File: src/rtl/rpn_tokenizer_pkg.sv
// rpn_pkg: types and constants shared by the RPN tokenizer and the stack
// calculator downstream of it.
//   op_t        : calculator op code (nop, negate, add, multiply)
//   tok_state_t : tokenizer control state
//   char_cls_t  : character class of an incoming ASCII byte
//   CH_*        : ASCII constants the tokenizer recognises
//   classify()  : byte -> character class
//   char_op()   : operator byte -> op code
package rpn_pkg;

  typedef enum logic [1:0] {
    OP_NOP = 2'd0,
    OP_NEG = 2'd1,
    OP_ADD = 2'd2,
    OP_MUL = 2'd3
  } op_t;

  typedef enum logic [1:0] {
    ST_IDLE     = 2'd0,
    ST_NUM      = 2'd1,
    ST_CMD      = 2'd2,
    ST_CMD_PEND = 2'd3
  } tok_state_t;

  typedef enum logic [1:0] {
    CLS_DIGIT = 2'd0,
    CLS_SEP   = 2'd1,
    CLS_OP    = 2'd2,
    CLS_ILL   = 2'd3
  } char_cls_t;

  localparam logic [7:0] CH_0     = 8'h30;
  localparam logic [7:0] CH_9     = 8'h39;
  localparam logic [7:0] CH_SPACE = 8'h20;
  localparam logic [7:0] CH_LF    = 8'h0A;
  localparam logic [7:0] CH_CR    = 8'h0D;
  localparam logic [7:0] CH_PLUS  = 8'h2B;
  localparam logic [7:0] CH_STAR  = 8'h2A;
  localparam logic [7:0] CH_TILDE = 8'h7E;

  function automatic char_cls_t classify(input logic [7:0] c);
    char_cls_t cls;
    if ((c >= CH_0) && (c <= CH_9)) begin
      cls = CLS_DIGIT;
    end else begin
      case (c)
        CH_SPACE, CH_LF, CH_CR:     cls = CLS_SEP;
        CH_PLUS, CH_STAR, CH_TILDE: cls = CLS_OP;
        default:                    cls = CLS_ILL;
      endcase
    end
    return cls;
  endfunction

  function automatic op_t char_op(input logic [7:0] c);
    op_t op;
    case (c)
      CH_PLUS:  op = OP_ADD;
      CH_STAR:  op = OP_MUL;
      CH_TILDE: op = OP_NEG;
      default:  op = OP_NOP;
    endcase
    return op;
  endfunction

endpackage

File: src/rtl/rpn_tokenizer_if.sv
// rpn_tokenizer_if: character input and command output handshakes of the
// tokenizer.
//   in_valid/in_ready/in_char           : ASCII character stream
//   cmd_valid/cmd_ready                 : command handshake
//   cmd_push/cmd_op/cmd_d               : command fields (push value or op)
// Modports: slave = tokenizer side, master = character source / command sink.
interface rpn_tokenizer_if #(
  parameter int W = 16
);
  import rpn_pkg::*;

  logic         in_valid;
  logic         in_ready;
  logic [7:0]   in_char;
  logic         cmd_valid;
  logic         cmd_ready;
  logic         cmd_push;
  op_t          cmd_op;
  logic [W-1:0] cmd_d;

  modport slave (
    input  in_valid, in_char, cmd_ready,
    output in_ready, cmd_valid, cmd_push, cmd_op, cmd_d
  );

  modport master (
    output in_valid, in_char, cmd_ready,
    input  in_ready, cmd_valid, cmd_push, cmd_op, cmd_d
  );

endinterface

File: src/rtl/rpn_tokenizer_dec_acc.sv
// dec_acc: combinational decimal accumulate step, acc*10 + digit.
//   acc   : current accumulator (W bits)
//   digit : decimal digit 0..9
//   sum   : result modulo 2^W
//   ovf   : exact result did not fit in W bits
module dec_acc #(
  parameter int W = 16
) (
  input  logic [W-1:0] acc,
  input  logic [3:0]   digit,
  output logic [W-1:0] sum,
  output logic         ovf
);

  logic [W+3:0] ext_s;
  logic [W+3:0] full_s;

  // x*10 = x*8 + x*2; four guard bits hold any (2^W-1)*10+9 exactly
  always_comb begin
    ext_s  = {4'b0000, acc};
    full_s = (ext_s << 3'd3) + (ext_s << 3'd1) + {{W{1'b0}}, digit};
  end

  assign sum = full_s[W-1:0];
  assign ovf = |full_s[W+3:W];

endmodule

File: src/rtl/rpn_tokenizer.sv
// rpn_tokenizer: turns an ASCII character stream into stack calculator
// commands. Decimal literals are accumulated and emitted as push commands
// when a separator or operator terminates them; operators become op
// commands (queued behind the push when they terminate a literal).
//   clk, nrst : clock, synchronous active-low reset
//   bus       : rpn_tokenizer_if slave (character in, command out)
//   err       : sticky, illegal character seen
//   ovf       : sticky, a literal exceeded 2^W-1
module rpn_tokenizer
  import rpn_pkg::*;
#(
  parameter int W = 16
) (
  input  logic           clk,
  input  logic           nrst,
  rpn_tokenizer_if.slave bus,
  output logic           err,
  output logic           ovf
);

  tok_state_t   state_r, state_s;
  logic [W-1:0] acc_r, acc_s;
  logic         cmd_valid_r, cmd_valid_s;
  logic         cmd_push_r, cmd_push_s;
  op_t          cmd_op_r, cmd_op_s;
  logic [W-1:0] cmd_d_r, cmd_d_s;
  logic         pend_valid_r, pend_valid_s;
  op_t          pend_op_r, pend_op_s;
  logic         err_r, err_s;
  logic         ovf_r, ovf_s;

  logic         accept_s;
  char_cls_t    cls_s;
  op_t          op_s;
  logic [W-1:0] dec_sum_s;
  logic         dec_ovf_s;

  dec_acc #(.W(W)) u_dec_acc (
    .acc   (acc_r),
    .digit (bus.in_char[3:0]),
    .sum   (dec_sum_s),
    .ovf   (dec_ovf_s)
  );

  // Next-state and next-output logic for the tokenizer FSM
  always_comb begin
    state_s      = state_r;
    acc_s        = acc_r;
    cmd_valid_s  = cmd_valid_r;
    cmd_push_s   = cmd_push_r;
    cmd_op_s     = cmd_op_r;
    cmd_d_s      = cmd_d_r;
    pend_valid_s = pend_valid_r;
    pend_op_s    = pend_op_r;
    err_s        = err_r;
    ovf_s        = ovf_r;
    accept_s     = bus.in_valid && !cmd_valid_r;
    cls_s        = classify(bus.in_char);
    op_s         = char_op(bus.in_char);

    case (state_r)
      ST_IDLE, ST_NUM: begin
        if (accept_s) begin
          case (cls_s)
            CLS_DIGIT: begin
              acc_s   = dec_sum_s;
              ovf_s   = ovf_r | dec_ovf_s;
              state_s = ST_NUM;
            end
            CLS_SEP: begin
              if (state_r == ST_NUM) begin
                cmd_valid_s = 1'b1;
                cmd_push_s  = 1'b1;
                cmd_op_s    = OP_NOP;
                cmd_d_s     = acc_r;
                acc_s       = {W{1'b0}};
                state_s     = ST_CMD;
              end else begin
                state_s = ST_IDLE;
              end
            end
            CLS_OP: begin
              if (state_r == ST_NUM) begin
                // literal goes out first, op waits in the pending slot
                cmd_valid_s  = 1'b1;
                cmd_push_s   = 1'b1;
                cmd_op_s     = OP_NOP;
                cmd_d_s      = acc_r;
                pend_valid_s = 1'b1;
                pend_op_s    = op_s;
                acc_s        = {W{1'b0}};
                state_s      = ST_CMD_PEND;
              end else begin
                cmd_valid_s = 1'b1;
                cmd_push_s  = 1'b0;
                cmd_op_s    = op_s;
                cmd_d_s     = {W{1'b0}};
                state_s     = ST_CMD;
              end
            end
            CLS_ILL: begin
              err_s   = 1'b1;
              acc_s   = {W{1'b0}};
              state_s = ST_IDLE;
            end
            default: begin
              state_s = ST_IDLE;
            end
          endcase
        end else begin
          state_s = state_r;
        end
      end

      ST_CMD: begin
        if (bus.cmd_ready) begin
          cmd_valid_s = 1'b0;
          cmd_push_s  = 1'b0;
          cmd_op_s    = OP_NOP;
          cmd_d_s     = {W{1'b0}};
          state_s     = ST_IDLE;
        end else begin
          state_s = ST_CMD;
        end
      end

      ST_CMD_PEND: begin
        if (bus.cmd_ready) begin
          // push consumed: queued op takes its place on the same edge
          cmd_valid_s  = pend_valid_r;
          cmd_push_s   = 1'b0;
          cmd_op_s     = pend_valid_r ? pend_op_r : OP_NOP;
          cmd_d_s      = {W{1'b0}};
          pend_valid_s = 1'b0;
          pend_op_s    = OP_NOP;
          state_s      = pend_valid_r ? ST_CMD : ST_IDLE;
        end else begin
          state_s = ST_CMD_PEND;
        end
      end

      default: begin
        state_s = ST_IDLE;
      end
    endcase
  end

  // State and output registers with synchronous active-low reset
  always_ff @(posedge clk) begin
    if (!nrst) begin
      state_r      <= ST_IDLE;
      acc_r        <= {W{1'b0}};
      cmd_valid_r  <= 1'b0;
      cmd_push_r   <= 1'b0;
      cmd_op_r     <= OP_NOP;
      cmd_d_r      <= {W{1'b0}};
      pend_valid_r <= 1'b0;
      pend_op_r    <= OP_NOP;
      err_r        <= 1'b0;
      ovf_r        <= 1'b0;
    end else begin
      state_r      <= state_s;
      acc_r        <= acc_s;
      cmd_valid_r  <= cmd_valid_s;
      cmd_push_r   <= cmd_push_s;
      cmd_op_r     <= cmd_op_s;
      cmd_d_r      <= cmd_d_s;
      pend_valid_r <= pend_valid_s;
      pend_op_r    <= pend_op_s;
      err_r        <= err_s;
      ovf_r        <= ovf_s;
    end
  end

  assign bus.in_ready  = !cmd_valid_r;
  assign bus.cmd_valid = cmd_valid_r;
  assign bus.cmd_push  = cmd_push_r;
  assign bus.cmd_op    = cmd_op_r;
  assign bus.cmd_d     = cmd_d_r;
  assign err           = err_r;
  assign ovf           = ovf_r;

endmodule

File: src/flat_wrapper.sv
// flat-port wrapper written by rule: the top's interface ports become plain ports
module rpn_tokenizer_flat import rpn_pkg::*;
#(
  parameter int W = 16
)
  (clk, nrst, err, ovf, bus_in_valid, bus_in_char, bus_cmd_ready, bus_in_ready, bus_cmd_valid, bus_cmd_push, bus_cmd_op, bus_cmd_d);
  rpn_tokenizer_if #(.W(W)) bus_i ();
  input  logic clk;
  input  logic nrst;
  output logic err;
  output logic ovf;
  input wire logic [$bits(bus_i.in_valid)-1:0] bus_in_valid;
  input wire logic [$bits(bus_i.in_char)-1:0] bus_in_char;
  input wire logic [$bits(bus_i.cmd_ready)-1:0] bus_cmd_ready;
  output wire logic [$bits(bus_i.in_ready)-1:0] bus_in_ready;
  output wire logic [$bits(bus_i.cmd_valid)-1:0] bus_cmd_valid;
  output wire logic [$bits(bus_i.cmd_push)-1:0] bus_cmd_push;
  output wire logic [$bits(bus_i.cmd_op)-1:0] bus_cmd_op;
  output wire logic [$bits(bus_i.cmd_d)-1:0] bus_cmd_d;
  assign bus_i.in_valid = bus_in_valid;
  assign bus_i.in_char = bus_in_char;
  assign bus_i.cmd_ready = bus_cmd_ready;
  assign bus_in_ready = bus_i.in_ready;
  assign bus_cmd_valid = bus_i.cmd_valid;
  assign bus_cmd_push = bus_i.cmd_push;
  assign bus_cmd_op = bus_i.cmd_op;
  assign bus_cmd_d = bus_i.cmd_d;
  rpn_tokenizer #(.W(W)) u_core (.clk(clk), .nrst(nrst), .bus(bus_i), .err(err), .ovf(ovf));
endmodule
File: config.mk
export PLATFORM = sky130hd
export DESIGN_NAME = rpn_tokenizer_flat
export DESIGN_NICKNAME = d
export VERILOG_FILES = /design/src/rtl/rpn_tokenizer_pkg.sv /design/src/rtl/rpn_tokenizer_if.sv /design/src/rtl/rpn_tokenizer_dec_acc.sv /design/src/rtl/rpn_tokenizer.sv /design/src/flat_wrapper.sv
export SDC_FILE = /design/constraint.sdc
export NUM_CORES = 1
export LEC_CHECK = 0
export CELL_PAD_IN_SITES_DETAIL_PLACEMENT = 1
export CELL_PAD_IN_SITES_GLOBAL_PLACEMENT = 1
export CORE_UTILIZATION = 42
export DETAILED_ROUTE_END_ITERATION = 10
export GPL_ROUTABILITY_DRIVEN = 0
export PLACE_DENSITY_LB_ADDON = 0.1
export RECOVER_POWER = 100
export SETUP_SLACK_MARGIN = 0.02
export SLEW_MARGIN = 20
export SYNTH_ARGS = -nofsm -noshare
export SYNTH_HDL_FRONTEND = slang
export SYNTH_SLANG_ARGS = --single-unit
File: constraint.sdc
create_clock -name clk -period 3.25 [get_ports clk]
set_input_delay 0.325 -clock clk [delete_from_list [all_inputs] [get_ports clk]]
set_output_delay 0.325 -clock clk [all_outputs]
set_load 0.05 [all_outputs]
==> results_dict.tcl, run 1 <==
set metrics [dict create \
    synthFlopType "dfxtp_1" \
    clk_latency_ns 0.30 \
    fin_area_mm2 0.00358 \
    antenna_left 0 \
    setup_viol 0 \
    endpoint_kind "register" \
    syn-cell-area_mm2 0.00292 \
    path_buf_inv 3 \
    synth_nets 396 \
    die_height_um 85.3 \
    max_clock_freq_ghz 0.323 \
    worst-r2r-setup-slack_ns 0.34 \
    yosysSeqAreaShare_pct 29.5 \
    clock_skew_ns 0.00793 \
    mostFrequentLayoutCell "dfxtp_1" \
    grtUsageTotal_pct 23.4 \
    cts-htree-levels 2 \
    area_growth_syn_to_layout_pct 22.8 \
    peakVddDrop_mv 0.216 \
    synth_xor_area_share_pct 3.60 \
    first_global_vias 2706 \
    layout.nets 445 \
    r2r-end "u_core.ovf" \
    multi_input_area_mm2 0.00194 \
    cp.depth 13 \
    yosys.area_share.simple_pct 20.6 \
    ys_types 50 \
    worstPathMaxFanout 5 \
    cts-root-buf "clkbuf_8" \
    ioPinCount 35 \
    async_flop_share_pct 0 \
    routed_via_density 5.71 \
    worstPathArrival_ns 3.28 \
    worstSetupPathType "input pin to register" \
    io_buffers 34 \
    synthAdderAreaFrac_pct 16.8 \
    synthMuxAreaShare_pct 0 \
    die_x_um 85.3 \
    period_needed_ns 3.09 \
    slew_viol_final 0 \
    crit_path_cell_trace "clkdlybuf4s50_1 > buf_4 > ha_1 > ha_1 > inv_1 > fa_1 > nor2b_4 > o31ai_1 > a21oi_2 > a221o_1 > a211o_1 > a21oi_2 > a31oi_1" \
    status "finished clean" \
    yosys_warnings 0 \
    totalWireLength_um 8110 \
    worstSetupStartpoint "bus_in_char[2]" \
    dp_hpwl_um 6180 \
    cts_buffers 5 \
    rows 30 \
    setup.worst_path.end "u_core.ovf" \
    hold_viol 0 \
    synth-seq-cells 43 \
    start_util_pct 43.2 \
    rsz0062_at_grt "false" \
    critPathRequiredTime_ns 3.44 \
    cts_hold_buf 0 \
    dr_total_vias 2719 \
    synth_edf_count 0 \
    slowest_delay_ns 0.45 \
    place_area_mm2 0.00348 \
    worstReg2RegStart "u_core.acc_r[2]" \
    slowest_stage "clkdlybuf4s50_1" \
    post-cts-setup-buffers 0 \
    syn_avg_cell_area_um2 8.43 \
    worst_slew_pin_slew_ns 0.783 \
    drt_iter0_markers 70 \
    nFillCells 802 \
    clock_sinks 43 \
    grt_pass1_wl_um 13400 \
    start_kind "input pin" \
    hp-class "register to register" \
    core_mm2 0.00676 \
    power_per_cell_area_mw_per_mm2 302 \
    hold_slack_ns 0.483 \
    fin_util_pct 53.0 \
    period_share_pct 95.2 \
    synthCells 346 \
    drc 0 \
    grt_max_degree 26 \
    cts_buffer_depth 2 \
    antenna_cells 0 \
    critical_path.top_delay_family "compound AO/OA/AOI/OAI gates" \
    cts_tree "done" \
    drv_cap 0 \
    layout_common_cells "dfxtp_1, nand2_1, ha_1, nor2b_1, a22oi_1" \
    r2r_cells 10 \
    synth_top_family_by_area "compound AO/OA/AOI/OAI gates" \
    drtPass1Iterations 4 \
    p_leak_nw 1.59 \
    fin_ws_ns 0.158 \
    clk_pin_slew_ns 0.09 \
    grt-ovfl-total 0 \
    slew_headroom_pct 47.7 \
    drive_gt1_share_pct 9.34 \
    dieArea_mm2 0.00728 \
    drt-wirelength-per-cell_um 17.0 \
    pre_cts_ws_ns -0.156 \
    seq_area_um2 861 \
    p_total_w 0.00108 \
    synth-compound-area-share_pct 25.6 \
    antenna_found_initial 0 \
]
-- logic make-up (layout without fill, tap and decap cells) --
family | count (synthesis) | after routing
simple gates | 113 | 113
compound gates | 111 | 111
flops | 43 | 43
fa+ha+maj | 38 | 38
buf+inv | 29 | 79
xor+xnor | 12 | 12
-- timing repair --
item,CTS,global route
setup endpoints to repair,0,17
resized for setup,0,4
hold endpoints to repair,0,0
-- stage by stage --
| stage | instances | TNS [ns] |
|---|---|---|
| CTS | 476 | 0 |
| global placement | 468 | -0.155 |
| detailed placement | 468 | -1.61 |
| finish | 476 | 0 |
| floorplan | 346 | 0 |
| global route | 476 | 0 |
-- sequential cells by signal (all words and copies together), names as in the netlist --
name,count
u_core.acc_r,16
u_core.bus.cmd_d,16
u_core.bus.cmd_op,2
u_core.pend_op_r,2
u_core.state_r,2
u_core.bus.cmd_push,1
u_core.bus.cmd_valid,1
u_core.err,1
u_core.ovf,1
u_core.pend_valid_r,1
-- worst min path at each step --
stage               slack [ns]                 from  cells past startpoint                   to
detailed placement        0.47  u_core.pend_op_r[1]                      2  u_core.pend_op_r[1]
global route              0.52  u_core.pend_op_r[1]                      2  u_core.pend_op_r[1]
floorplan                 0.44  u_core.pend_op_r[1]                      2  u_core.pend_op_r[1]
finish                    0.48  u_core.pend_op_r[1]                      2  u_core.pend_op_r[1]
global placement          0.46  u_core.pend_op_r[1]                      2  u_core.pend_op_r[1]
CTS                       0.48  u_core.pend_op_r[1]                      2  u_core.pend_op_r[1]
-- cell usage after synthesis (all sizes together) (5+ instances only) --
library cell,instances,area (um^2)
o21a,8,60.1
inv,14,52.6
dfxtp,43,861
and2,6,37.5
nor2,10,37.5
nor3,5,30.0
a21boi,9,67.6
clkbuf,11,41.3
nand3,11,55.1
a21o,7,52.6
a22oi,25,188
nand2,37,139
a21oi,22,118
o21ai,22,110
xnor2,8,70.1
nor2b,28,185
ha,36,450
-- per-layer routing --
metal	vias up	global-route usage, %	wire [um]
met4	0	6.67	136
met2	40	39.7	3840
met5	-	0	0
met3	13	3.40	182
li1	1351	-	-
met1	1315	31.0	3960
-- final cells by class --
cell class,instances,share of cell area [%]
clock inverters,2,0.978
clock buffers,6,2.31
well taps,80,2.80
multi-input cells,274,54.2
flip-flops and latches,43,24.0
inverters,14,1.47
repair buffers,57,14.2
-- worst register-to-register path, delay by kind of cell (launching register included) --
family | cells | cell delay, ns
AOI/OAI and AO/OA | 6 | 1.41
adders and majority gates | 2 | 0.80
DFF | 1 | 0.44
buffers and inverters | 1 | 0.08
and+or+nand+nor | 1 | 0.06
-- where the power goes --
| part | leakage (nW) | switching [W] | total, W | internal, W |
|---|---|---|---|---|
| logic | 1.18 | 0.0000586 | 0.000102 | 0.0000431 |
| clock network | 0.0612 | 0.000202 | 0.000451 | 0.000249 |
| registers | 0.347 | 0.00000130 | 0.000530 | 0.000529 |
| total | 1.59 | 0.000262 | 0.00108 | 0.000821 |
No activity file was read; power rests on OpenSTA's default activity.
==> inputs of run 2 (changes only) <==
--- a/config.mk
+++ b/config.mk
@@ -7,7 +7,7 @@
 export LEC_CHECK = 0
 export CELL_PAD_IN_SITES_DETAIL_PLACEMENT = 1
 export CELL_PAD_IN_SITES_GLOBAL_PLACEMENT = 1
-export CORE_UTILIZATION = 42
+export CORE_UTILIZATION = 38
 export DETAILED_ROUTE_END_ITERATION = 10
 export GPL_ROUTABILITY_DRIVEN = 0
 export PLACE_DENSITY_LB_ADDON = 0.1
==> constraint.sdc (replaced) <==
create_clock -name clk -period 2.79 [get_ports clk]
set_input_delay 0.279 -clock clk [delete_from_list [all_inputs] [get_ports clk]]
set_output_delay 0.279 -clock clk [all_outputs]
set_load 0.05 [all_outputs]
==> run 2 against run 1 <==
  * Sequential cell count unchanged
  * Clock power rose by 13%
  * Worst setup slack worse by 0.042 ns
  * Hold slack lost 0.011 ns
  * Total power increased by 17%
  * Clock skew decreased by 0.0013 ns
  * Register-to-register slack worse by 0.17 ns
  * Cell count grew 8.8%
  * Sequential share of layout area fell by 2.1 points
  * Sequential power rose by 16%
  * Critical path depth is 3 higher
==> results_dict.tcl, run 2 (synthesis gave the netlist of run 1 again) <==
set metrics [dict create \
    worstPathMaxFanout 8 \
    start_util_pct 39.8 \
    totalWireLength_um 9040 \
    worstSetupPathType "input pin to register" \
    fin_util_pct 53.6 \
    clk_latency_ns 0.30 \
    worst_slew_pin_slew_ns 0.591 \
    rows 31 \
    area_growth_syn_to_layout_pct 34.7 \
    core_mm2 0.00733 \
    p_total_w 0.00127 \
    cts_buffer_depth 2 \
    drtPass1Iterations 4 \
    grt-ovfl-total 0 \
    worstReg2RegStart "u_core.acc_r[2]" \
    drv_cap 0 \
    hp-class "register to register" \
    slew_headroom_pct 60.5 \
    cts-root-buf "clkbuf_8" \
    ioPinCount 35 \
    p_sw_share_pct 25.4 \
    cts-htree-levels 2 \
    peakVddDrop_mv 0.205 \
    endpoint_kind "register" \
    dp_hpwl_um 6430 \
    start_kind "input pin" \
    max_clock_freq_ghz 0.374 \
    hold_viol 0 \
    layout_common_cells "dfxtp_1, buf_4, nand2_1, ha_1, nor2b_1" \
    worstPathArrival_ns 2.87 \
    drc 0 \
    seq_power_share_pct 48.7 \
    final.setup.tns_ns 0 \
    r2r-end "u_core.acc_r[15]" \
    whs_path_depth 2 \
    antenna_found_initial 0 \
    power_frac_comb_pct 11.1 \
    dieArea_mm2 0.00803 \
    hold_start "u_core.pend_op_r[1]" \
    p_leak_nw 1.72 \
    grtUsageTotal_pct 23.4 \
    routed_via_density 5.42 \
    worstSetupStartpoint "bus_in_char[6]" \
    clk_pin_slew_ns 0.09 \
    period_share_pct 95.9 \
    drt_iter0_markers 120 \
    r2r_cells 11 \
    hold_end "u_core.pend_op_r[1]" \
    internal_power_w 0.000946 \
    slew_viol_final 0 \
    antenna_left 0 \
    die_height_um 89.6 \
    grt_max_degree 27 \
    worst-r2r-setup-slack_ns 0.17 \
    period_needed_ns 2.67 \
    drive_gt1_share_pct 19.6 \
    clock_sinks 43 \
    first_global_vias 2906 \
    status "finished clean" \
    layout.nets 468 \
    p_clk_share_pct 40.2 \
    mostFrequentLayoutCell "dfxtp_1" \
    critPathRequiredTime_ns 2.99 \
    setup_viol 0 \
    drt-wirelength-per-cell_um 17.4 \
    clock_skew_ns 0.00660 \
    io_buffers 34 \
    cts_tree "done" \
    grt_pass1_wl_um 14300 \
    rsz0062_at_grt "true" \
    power_per_cell_area_mw_per_mm2 322 \
    power_switching_w 0.000321 \
    dr_total_vias 2809 \
    cts_buffers 5 \
    antenna_cells 0 \
    die_x_um 89.6 \
]
run 2: timing repair:
action | 4_1_cts | 5_1_grt
setup buffers | 4 | 1
setup endpoints to repair | 41 | 36
hold buffers | 0 | 0
cloned | 1 | 0
pin swaps | 9 | 7
resized for setup | 20 | 26
hold endpoints to repair | 0 | 0
run 2: worst max-delay path by stage:
stage	slack (ns)	endpoint	depth (start not counted)
finish	0.12	u_core.bus.cmd_d[14]	16
global route	-0.005	u_core.bus.cmd_d[14]	16
CTS	0.03	u_core.bus.cmd_d[14]	15
detailed placement	-0.62	u_core.ovf	13
global placement	-0.59	u_core.acc_r[13]	13
floorplan	0.1	u_core.bus.cmd_d[0]	13
run 2: power groups by stage:
stage	clock network (W)	logic, W	registers (W)
floorplan	0	0.0000497	0.000640
global placement	0	0.000128	0.000632
detailed placement	0	0.000129	0.000632
CTS	0.000529	0.000138	0.000618
global route	0.000541	0.000151	0.000618
finish	0.000509	0.000140	0.000617
run 2: stage by stage:
stage	worst slack, ns	instances	instance area (um^2)	hold slack (ns)
finish	0.116	518	3930	0.472
CTS	0.0266	517	3860	0.475
global placement	-0.585	504	3630	0.454
global route	-0.00518	518	3930	0.514
floorplan	0.0985	346	2920	0.433
detailed placement	-0.623	504	3630	0.462
run 2: metal layers:
metal	track usage [%]	wire (um)
met5	0	0
met4	6.06	68
met3	2.93	161
met2	40.8	4590
met1	30.6	4220
run 2: worst max-delay path, cell delays in order:
cell	delay (ns)
clkdlybuf4s50_1	0.49
nand2_1	0.06
or4b_4	0.50
nor2_4	0.13
o21ai_2	0.07
and2_4	0.16
buf_4	0.14
inv_2	0.07
ha_4	0.15
nor2_1	0.04
o21ai_1	0.14
nor3_2	0.06
buf_4	0.16
clkbuf_8	0.17
a22oi_1	0.18
nor2b_1	0.06
run 2: layout make-up:
type / instances / area [um^2]
fill: 861 / 3400
multi-input combinational: 274 / 2100
sequential: 43 / 861
timing repair buffer: 80 / 681
tap: 99 / 124
clock buffer: 5 / 68.8
inverter: 14 / 52.6
clock inverter: 3 / 43.8
==> inputs of run 3 (changes only) <==
--- a/config.mk
+++ b/config.mk
@@ -11,7 +11,6 @@
 export DETAILED_ROUTE_END_ITERATION = 10
 export GPL_ROUTABILITY_DRIVEN = 0
 export PLACE_DENSITY_LB_ADDON = 0.1
-export RECOVER_POWER = 100
 export SETUP_SLACK_MARGIN = 0.02
 export SLEW_MARGIN = 20
 export SYNTH_ARGS = -nofsm -noshare
==> run 3 against run 2 <==
  * Sequential cell count unchanged
  * Cell count stayed put
  * First-iteration DRC count fell by 16%
  * Clock power about the same
  * Sequential power about the same
  * Total power rose by 0.49%
  * Sequential share of layout area is 0.33 points lower
  * Critical path type unchanged
==> results_dict.tcl, run 3 (synthesis gave the netlist of run 1 again) <==
set metrics [dict create \
    status "finished clean" \
    worst_slew_pin_slew_ns 0.595 \
    whs_path_depth 2 \
    cts-htree-levels 2 \
    pre_cts_ws_ns -0.623 \
    worst-r2r-setup-slack_ns 0.17 \
    fin_area_mm2 0.00399 \
    area_growth_syn_to_layout_pct 36.8 \
    grt_pass1_wl_um 14300 \
    antenna_cells 0 \
    worstReg2RegStart "u_core.acc_r[1]" \
    worstPathMaxFanout 8 \
    slowest_stage "or4b_4" \
    rsz0062_at_grt "true" \
    period_needed_ns 2.67 \
    hold_end "u_core.pend_op_r[1]" \
    die_x_um 89.6 \
    drive_gt1_share_pct 21.5 \
    crit_path_cell_trace "clkdlybuf4s50_1 > nand2_1 > or4b_4 > nor2_4 > o21ai_2 > and2_4 > buf_4 > inv_2 > ha_4 > nor2_1 > o21ai_1 > nor3_2 > buf_4 > clkbuf_16 > a22oi_1 > nor2b_1" \
    clk_latency_ns 0.30 \
    endpoint_kind "register" \
    place_area_mm2 0.00363 \
    slew_viol_final 0 \
    rows 31 \
    antenna_found_initial 0 \
    hp-class "register to register" \
    p_total_w 0.00127 \
    layout.nets 468 \
    hold_viol 0 \
    fin_util_pct 54.4 \
    layout_common_cells "buf_4, dfxtp_1, nand2_1, ha_1, clkdlybuf4s50_1" \
    cts_buffers 5 \
    setup_viol 0 \
    core_mm2 0.00733 \
    path_buf_inv 5 \
    die_height_um 89.6 \
    p_leak_nw 1.67 \
    slew_headroom_pct 60.2 \
    antenna_left 0 \
    cts-root-buf "clkbuf_8" \
    grt_max_degree 27 \
    r2r_cells 11 \
    drt-wirelength-per-cell_um 17.4 \
    peakVddDrop_mv 0.209 \
    slowest_delay_ns 0.50 \
    drtPass1Iterations 5 \
    io_buffers 34 \
    max_clock_freq_ghz 0.375 \
    totalWireLength_um 9030 \
    drt_iter0_markers 101 \
    routed_via_density 5.44 \
    start_kind "input pin" \
    cts_hold_buf 0 \
    worstSetupPathType "input pin to register" \
    ioPinCount 35 \
    drc 0 \
    dp_hpwl_um 6430 \
    hold_start "u_core.pend_op_r[1]" \
    dr_total_vias 2816 \
    start_util_pct 39.8 \
    clock_skew_ns 0.00672 \
    critPathRequiredTime_ns 2.99 \
    fin_ws_ns 0.122 \
    dieArea_mm2 0.00803 \
    r2r-end "u_core.ovf" \
    clock_sinks 43 \
    power_per_cell_area_mw_per_mm2 319 \
    worstPathArrival_ns 2.87 \
    cts_buffer_depth 2 \
    hold_slack_ns 0.472 \
    path_common_cell "buf_4" \
    clk_pin_slew_ns 0.09 \
    critical_path.top_delay_family "buffers and inverters" \
    drv_cap 0 \
    grt-ovfl-total 0 \
    cts_tree "done" \
    first_global_vias 2906 \
    grtUsageTotal_pct 23.4 \
    period_share_pct 95.6 \
]
## run 3: cell types whose count changed in the layout (fill, tap and decap cells not counted), sizes merged
cell | previous run | this run
buf | 41 | 45
clkdlybuf4s50 | 7 | 30
clkbuf | 10 | 6
dlygate4sd3 | 23 | 0
## run 3: report_power, final
part / switching [W] / total [W] / internal, W
sequential: 0.00000171 / 0.000617 / 0.000616
clock: 0.000241 / 0.000508 / 0.000267
combinational: 0.0000788 / 0.000147 / 0.0000687
## run 3: worst max path at each step
stage	end	cells after the start	slack (ns)	startpoint
3_5_place_dp	u_core.ovf	13	-0.62	bus_in_char[3]
3_3_place_gp	u_core.acc_r[13]	13	-0.59	bus_in_char[3]
6_report	u_core.bus.cmd_d[2]	16	0.12	bus_in_char[6]
5_1_grt	u_core.bus.cmd_d[0]	16	0.0009	bus_in_char[2]
2_1_floorplan	u_core.bus.cmd_d[0]	13	0.1	bus_in_char[0]
4_1_cts	u_core.bus.cmd_d[14]	15	0.03	bus_in_char[2]
## run 3: routing by layer
metal | vias up | track usage (%) | routed length [um] | share of wire (%)
li1 | 1390 | - | - | -
met5 | - | 0 | 0 | 0
met4 | 0 | 6.06 | 65 | 0.72
met3 | 7 | 2.93 | 141 | 1.6
met1 | 1381 | 30.6 | 4220 | 47
met2 | 38 | 40.8 | 4610 | 51
## run 3: what timing repair did
item / CTS / global route
setup buffers: 4 / 1
resized for setup: 20 / 26
hold endpoints to repair: 0 / 0
pin swaps: 9 / 7
gates cloned: 1 / 0
endpoints found under the setup margin: 41 / 36
## run 3: worst reg2reg max path: stages (launching register included)
cell and delay (ns):
dfxtp_1 0.42, ha_1 0.27, ha_1 0.22, inv_1 0.07, fa_1 0.24, nor2b_4 0.07
o31ai_4 0.20, a21oi_2 0.11, a221o_1 0.40, a211o_1 0.32, a21oi_2 0.12, a31oi_1 0.08
## run 3: per-stage QoR
step	instances	TNS (ns)
floorplan	346	0
finish	518	0
detailed placement	504	-19.69
CTS	517	0
global route	518	0
global placement	504	-16.48
## run 3: layout make-up
class / instances / area [um^2]
clock inverter: 3 / 43.8
tap: 99 / 124
clock buffer: 5 / 68.8
multi-input combinational: 274 / 2120
fill: 856 / 3340
timing repair buffer: 80 / 714
sequential: 43 / 861
inverter: 14 / 52.6
